File: src/rtl/dsp_audio_pkg.sv
// Shared audio-path definitions: sample and I2S slot widths, sample type.
package dsp_audio_pkg;

  localparam int unsigned SAMPLE_W = 16;
  localparam int unsigned SLOT_W   = 24;

  typedef logic signed [SAMPLE_W-1:0] sample_t;

endpackage

File: src/rtl/sample_fifo.sv
// Synchronous sample FIFO with registered full/empty/level status.
// Ports:
//   clk, reset       clock, asynchronous active-low reset
//   push, push_data  write request and data (ignored while full)
//   pop              read request (ignored while empty)
//   head_c           current head entry, combinational from storage
//   full, empty      registered status
//   level            registered occupancy 0..DEPTH
// DEPTH must be a power of two so the pointers wrap naturally.
module sample_fifo
  import dsp_audio_pkg::*;
#(
  parameter int unsigned WIDTH = SAMPLE_W,
  parameter int unsigned DEPTH = 4
) (
  input  logic                 clk,
  input  logic                 reset,
  input  logic                 push,
  input  logic [WIDTH-1:0]     push_data,
  input  logic                 pop,
  output logic [WIDTH-1:0]     head_c,
  output logic                 full,
  output logic                 empty,
  output logic [$clog2(DEPTH):0] level
);

  localparam int unsigned PTR_W = (DEPTH > 1) ? $clog2(DEPTH) : 1;
  localparam int unsigned LVL_W = $clog2(DEPTH) + 1;

  logic [WIDTH-1:0] mem [DEPTH];
  logic [PTR_W-1:0] wr_ptr;
  logic [PTR_W-1:0] rd_ptr;
  logic             do_push;
  logic             do_pop;
  logic [LVL_W-1:0] level_n;

  assign do_push = push && !full;
  assign do_pop  = pop && !empty;
  assign head_c  = mem[rd_ptr];

  // Occupancy after this edge; simultaneous push and pop leaves it unchanged.
  always_comb begin
    level_n = level;
    if (do_push && !do_pop) begin
      level_n = level + LVL_W'(1);
    end else if (do_pop && !do_push) begin
      level_n = level - LVL_W'(1);
    end
  end

  // Pointers and status flags.
  always_ff @(posedge clk or negedge reset) begin
    if (!reset) begin
      wr_ptr <= '0;
      rd_ptr <= '0;
      level  <= '0;
      full   <= 1'b0;
      empty  <= 1'b1;
    end else begin
      if (do_push) wr_ptr <= wr_ptr + PTR_W'(1);
      if (do_pop)  rd_ptr <= rd_ptr + PTR_W'(1);
      level <= level_n;
      full  <= (level_n == LVL_W'(DEPTH));
      empty <= (level_n == '0);
    end
  end

  // Storage; contents are don't-care while empty, so no reset.
  always_ff @(posedge clk) begin
    if (do_push) mem[wr_ptr] <= push_data;
  end

endmodule

File: src/rtl/i2s_dac_tx.sv
// I2S (Philips) transmitter for the DAC output. Each frame carries one mono
// sample left-justified into both the left and right 24-bit slots; an empty
// FIFO at frame start sends silence and flags underrun.
// Ports:
//   clk, reset       system clock, asynchronous active-low reset
//   sample_i         filtered sample, two's complement
//   sample_valid_i   sample_i valid this cycle
//   sample_ready_o   FIFO can accept a sample
//   bclk_o           bit clock, period 2*BCLK_DIV clk
//   lrclk_o          word select, 0 = left slot
//   sdata_o          serial data, MSB first, one BCLK after the lrclk edge
//   underrun_o       one-clk pulse: frame started with FIFO empty
//   fifo_level_o     FIFO occupancy
module i2s_dac_tx
  import dsp_audio_pkg::*;
#(
  parameter int unsigned BCLK_DIV   = 4,
  parameter int unsigned FIFO_DEPTH = 4
) (
  input  logic                        clk,
  input  logic                        reset,
  input  logic [SAMPLE_W-1:0]         sample_i,
  input  logic                        sample_valid_i,
  output logic                        sample_ready_o,
  output logic                        bclk_o,
  output logic                        lrclk_o,
  output logic                        sdata_o,
  output logic                        underrun_o,
  output logic [$clog2(FIFO_DEPTH):0] fifo_level_o
);

  localparam int unsigned DIV_W      = $clog2(BCLK_DIV);
  localparam int unsigned FRAME_BITS = 2 * SLOT_W;
  localparam int unsigned BIT_W      = $clog2(FRAME_BITS);
  localparam int unsigned PAD_W      = SLOT_W - SAMPLE_W;

  logic [DIV_W-1:0]      div_cnt;
  logic [BIT_W-1:0]      bit_cnt;
  logic [BIT_W-1:0]      bit_cnt_n;
  logic [FRAME_BITS-1:0] shreg;
  logic                  div_tc;
  logic                  fall_tick;
  logic                  frame_start;
  logic                  fifo_full;
  logic                  fifo_empty;
  logic                  fifo_pop;
  sample_t               fifo_head;

  // All data and word-select updates happen on the BCLK falling tick.
  assign div_tc      = (div_cnt == DIV_W'(BCLK_DIV - 1));
  assign fall_tick   = div_tc && bclk_o;
  assign frame_start = fall_tick && (bit_cnt == BIT_W'(FRAME_BITS - 1));
  assign bit_cnt_n   = (bit_cnt == BIT_W'(FRAME_BITS - 1)) ? '0 : bit_cnt + BIT_W'(1);

  // Status is registered inside the FIFO, so ready follows it directly.
  assign fifo_pop       = frame_start && !fifo_empty;
  assign sample_ready_o = !fifo_full;

  sample_fifo #(
    .WIDTH (SAMPLE_W),
    .DEPTH (FIFO_DEPTH)
  ) u_fifo (
    .clk       (clk),
    .reset     (reset),
    .push      (sample_valid_i),
    .push_data (sample_i),
    .pop       (fifo_pop),
    .head_c    (fifo_head),
    .full      (fifo_full),
    .empty     (fifo_empty),
    .level     (fifo_level_o)
  );

  // BCLK divider, frame counter, shift register and 1-bit output stage.
  // sdata_o takes the MSB before the shift, which yields the I2S one-bit delay:
  // the last right-slot bit leaves during the first BCLK of the next frame.
  always_ff @(posedge clk or negedge reset) begin
    if (!reset) begin
      div_cnt    <= '0;
      bclk_o     <= 1'b0;
      lrclk_o    <= 1'b1;
      sdata_o    <= 1'b0;
      underrun_o <= 1'b0;
      bit_cnt    <= BIT_W'(FRAME_BITS - 1);
      shreg      <= '0;
    end else begin
      underrun_o <= 1'b0;
      div_cnt    <= div_tc ? '0 : div_cnt + DIV_W'(1);
      if (div_tc) bclk_o <= !bclk_o;
      if (fall_tick) begin
        bit_cnt <= bit_cnt_n;
        lrclk_o <= (bit_cnt_n >= BIT_W'(SLOT_W));
        sdata_o <= shreg[FRAME_BITS-1];
        if (frame_start) begin
          // Silence on underrun rather than repeating the previous sample.
          underrun_o <= fifo_empty;
          shreg      <= fifo_empty ? '0
                        : {fifo_head, PAD_W'(0), fifo_head, PAD_W'(0)};
        end else begin
          shreg <= {shreg[FRAME_BITS-2:0], 1'b0};
        end
      end
    end
  end

endmodule

File: config.mk
export PLATFORM = sky130hd
export DESIGN_NAME = i2s_dac_tx
export DESIGN_NICKNAME = d
export VERILOG_FILES = /design/src/rtl/dsp_audio_pkg.sv /design/src/rtl/sample_fifo.sv /design/src/rtl/i2s_dac_tx.sv
export SDC_FILE = /design/constraint.sdc
export NUM_CORES = 1
export LEC_CHECK = 0
export ABC_AREA = 1
export ABC_CLOCK_PERIOD_IN_PS = 2300
export CELL_PAD_IN_SITES_DETAIL_PLACEMENT = 1
export CELL_PAD_IN_SITES_GLOBAL_PLACEMENT = 1
export CORE_MARGIN = 10
export CORE_UTILIZATION = 40
export DETAILED_ROUTE_END_ITERATION = 7
export GPL_TIMING_DRIVEN = 0
export PLACE_DENSITY = 0.73
export SETUP_SLACK_MARGIN = 0.1
export SLEW_MARGIN = 20
export SYNTH_ARGS = -nofsm -noshare
export SYNTH_HDL_FRONTEND = slang
export SYNTH_SLANG_ARGS = --single-unit
File: constraint.sdc
create_clock -name clk -period 2.3 [get_ports clk]
set_clock_uncertainty 0.05 [all_clocks]
set_input_delay 0.46 -clock clk [delete_from_list [all_inputs] [get_ports clk]]
set_output_delay 0.46 -clock clk [all_outputs]
set_load 0.005 [all_outputs]
==> results.py, run 1 <==
metrics = {
    "sta": {
        "rsz0062_at_grt": "false",
        "setup_viol": 0,
        "hold_viol": 0,
        "period_minus_slack_ps": 1980,
        "report.final.slew_viol_count": 0,
        "period_share_pct": 86.0,
        "worst_pin_slew_ps": 586,
        "final.setup.tns_ps": 0,
        "maxSlewHeadroom_pct": 60.9,
        "fmax_mhz": 505,
    },
    "placement": {
        "numPortBuffers": 26,
        "dpl_cell_area_mm2": 0.00570,
        "hpwl_um": 8120,
        "dp_cells": 677,
        "gp_congestion": 0.773,
    },
    "synth": {
        "synthArstFlopShare_pct": 48.8,
        "ys_warn_count": 0,
        "synth_top_cell_area_share_pct": 37.4,
        "synth_compound_area_share_pct": 11.7,
        "synthFlopType": "edfxtp_1",
        "synth_cells": 474,
        "synth_top_family_by_area": "simple AND/OR/NAND/NOR gates",
        "yosysUniqueCellTypes": 28,
        "synth.most_common_cell": "nor2_1",
        "netlist_area_mm2": 0.00513,
        "synthXorXnorAreaFrac_pct": 1.02,
        "synth_top_cells_by_area": "edfxtp_1 37%, dfrtp_1 26%, nor2_1 6.7%",
        "synth_common_cells": "92 x nor2_1, 64 x edfxtp_1, 58 x nand2_1, 54 x dfrtp_1, 48 x a21oi_1",
        "synthSimpleGateAreaFrac_pct": 13.7,
        "avgSynthCellArea_um2": 10.8,
        "synth_area_leader_cell": "edfxtp_1",
        "muxShareOfSynthArea_pct": 0,
        "synth_nets": 502,
        "synth-edff-count": 64,
        "synth-seq-cells": 125,
        "synthAdderAreaFrac_pct": 2.19,
        "ys_seq_area_share_pct": 67.4,
    },
    "finish": {
        "syn2layout_area_growth_pct": 23.4,
        "fillCellCount": 1365,
        "antennaDiodeCount": 0,
        "drive_gt1_share_pct": 10.8,
        "seqCellArea_mm2": 0.00346,
        "fin_area_mm2": 0.00633,
        "fin_nets": 553,
        "fin_cells": 710,
        "multiInputGateArea_mm2": 0.00148,
    },
    "drt": {
        "drc_errors": 0,
        "first_pass_iters": 4,
        "routed_via_density": 4.98,
        "routedWlPerCell_um": 16.6,
        "final_antenna_net_count": 0,
        "num_vias": 3537,
        "drt-initial-drc-count": 193,
        "routed_wl_um": 11800,
    },
    "clocking": {
        "clk_pin_slew_ps": 50,
        "h-tree-depth": 4,
        "clkLatencyLatePin_ps": 420,
        "clock-sinks": 125,
        "cts_tree": "done",
        "clockBufferDepth": 2,
        "post_cts_buffers": 0,
        "cts_buffers": 17,
        "cts_root_buffer": "clkbuf_16",
    },
    "power": {
        "leakage_nw": 2.60,
        "seq_power_share_pct": 43.3,
        "p_clk_share_pct": 44.1,
        "p_switching_w": 0.00150,
        "p_sw_share_pct": 23.3,
        "comb_power_share_pct": 12.7,
        "ir_drop_uv": 649,
        "internal_power_w": 0.00494,
        "power_density_mw_per_mm2": 1020,
    },
    "global_route": {
        "grt_pass1_wl_um": 19400,
        "grt_max_degree": 52,
        "overflow": 0,
        "grt_pass1_vias": 3851,
        "grt_usage_pct": 14.0,
        "antenna_found_initial": 0,
    },
    "floorplanning": {
        "die_h_um": 133,
        "dieArea_mm2": 0.0178,
        "die_w_um": 133,
        "start_util_pct": 40.8,
        "io_pins": 27,
        "core_area_mm2": 0.0126,
        "fp-row-count": 41,
    },
    "hold_path": {
        "hp-class": "input port to asynchronous set/reset pin",
    },
    "job": {
        "cap_viol_max_count": 0,
    },
    "critical_path": {
        "crit_family": "flip-flops",
        "worstPathRequired_ps": 2540,
        "crit_path_frequent_cell": "a21oi_1",
        "critPathLaunchType": "flop",
        "critPathKind": "flop to flop",
        "slowest_delay_ps": 590,
        "arrival_ps": 2220,
        "path_max_fanout": 10,
        "crit_slowest_cell": "dfstp_2",
        "path_cells": "ha_1, nand3_1, nor2_1, inv_1, clkbuf_1, a21oi_1, a21oi_1",
        "cp_num_buf_inv": 2,
        "cp-end-kind": "flop",
    },
    "outcome": {
        "status": "complete, no violations",
    },
}
==> state kept, by name, summed over array words and instances (netlist names) <==
name           flops
u_fifo.rd_ptr      2
shreg             40
u_fifo.full        1
div_cnt            2
u_fifo.mem        64
bit_cnt            6
u_fifo.level       3
sdata_o            1
underrun_o         1
u_fifo.wr_ptr      2
bclk_o             1
lrclk_o            1
u_fifo.empty       1
==> power by group through the flow <==
stage               combinational [W]  clock (W)  sequential (W)
finish                       0.000815    0.00284         0.00278
global route                 0.000931    0.00299         0.00281
CTS                          0.000840    0.00290         0.00279
detailed placement           0.000824          0         0.00282
global placement             0.000707          0         0.00282
floorplan                    0.000444          0         0.00280
==> worst paths after layout <==
path                       cells past startpoint                      to              startpoint  slack, ps
max                                            7   shreg[32]$_DFFE_PN0P_  bit_cnt[0]$_DFFE_PN1P_        320
min                                            2   shreg[45]$_DFFE_PN0P_                   reset        380
max reg2reg                                    7   shreg[32]$_DFFE_PN0P_  bit_cnt[0]$_DFFE_PN1P_        320
min reg2reg                                    1    div_cnt[0]$_DFF_PN0_    div_cnt[0]$_DFF_PN0_        400
max in group asynchronous                      3  u_fifo.empty$_DFF_PN1_                   reset       1280
min in group clk                               1    div_cnt[0]$_DFF_PN0_    div_cnt[0]$_DFF_PN0_        400
==> per-layer routing <==
layer / vias up / global-route usage, % / part of all wire, %
met4: 0 / 5.80 / 1.5
li1: 1716 / - / -
met5: - / 0 / 0
met2: 45 / 24.1 / 52
met3: 12 / 4.47 / 3.0
met1: 1764 / 15.7 / 44
==> cells in the final DEF, fill, tap and decap left out, drive strengths merged, types with 7 or more instances in the layout <==
| cell type | netlist | final |
|---|---|---|
| a21oi | 48 | 48 |
| buf | 6 | 12 |
| clkbuf | 13 | 37 |
| clkdlybuf4s50 | 0 | 25 |
| dfrtp | 54 | 54 |
| dfstp | 7 | 7 |
| edfxtp | 64 | 64 |
| ha | 9 | 9 |
| inv | 31 | 31 |
| nand2 | 63 | 63 |
| nand3 | 9 | 9 |
| nor2 | 93 | 93 |
| o21ai | 41 | 41 |
| o22ai | 22 | 22 |
==> cell type report <==
class,instances,share of cell area (%)
Inverter,32,2.02
Buffer,19,1.32
Sequential cell,125,54.6
Timing Repair Buffer,32,5.49
Clock buffer,24,7.29
Multi-Input combinational cell,298,23.3
Clock inverter,8,2.61
Tap cell,172,3.40
==> metrics by stage <==
| stage | worst slack, ps | power, W | hold slack, ps | utilization, % |
|---|---|---|---|---|
| 6_report | 321 | 0.00644 | 380 | 50.4 |
| 5_1_grt | 150 | 0.00672 | 390 | 50.4 |
| 4_1_cts | 270 | 0.00652 | 374 | 50.4 |
| 3_5_place_dp | -25.5 | 0.00365 | 266 | 45.3 |
| 3_3_place_gp | -1260 | 0.00353 | 369 | 44.6 |
| 2_1_floorplan | 497 | 0.00325 | 114 | - |
==> repair_timing <==
item / CTS / global route
setup endpoints to repair: 0 / 1
gates resized for setup: 0 / 2
endpoints found under the hold margin: 10 / 0
hold buffers: 1 / 0
==> kinds of logic after synthesis <==
kind of cell / after synthesis
XOR/XNOR: 6
AND/OR/NAND/NOR: 170
adder cells (fa/ha/maj): 9
flip-flops: 125
buffers and inverters: 51
AO/OA/AOI/OAI: 113
(Power assumes the default switching activity.)
==> run 2, diff against run 1 <==
--- a/config.mk
+++ b/config.mk
@@ -15,6 +15,7 @@
 export GPL_TIMING_DRIVEN = 0
 export PLACE_DENSITY = 0.73
 export SETUP_SLACK_MARGIN = 0.1
+export SKIP_CTS_REPAIR_TIMING = 1
 export SLEW_MARGIN = 20
 export SYNTH_ARGS = -nofsm -noshare
 export SYNTH_HDL_FRONTEND = slang
==> results of run 2 <==
Final layout, timing and power as in run 1 (identical DEF).
Among the figures that moved: via count of the first global-routing pass 3851 -> 3848
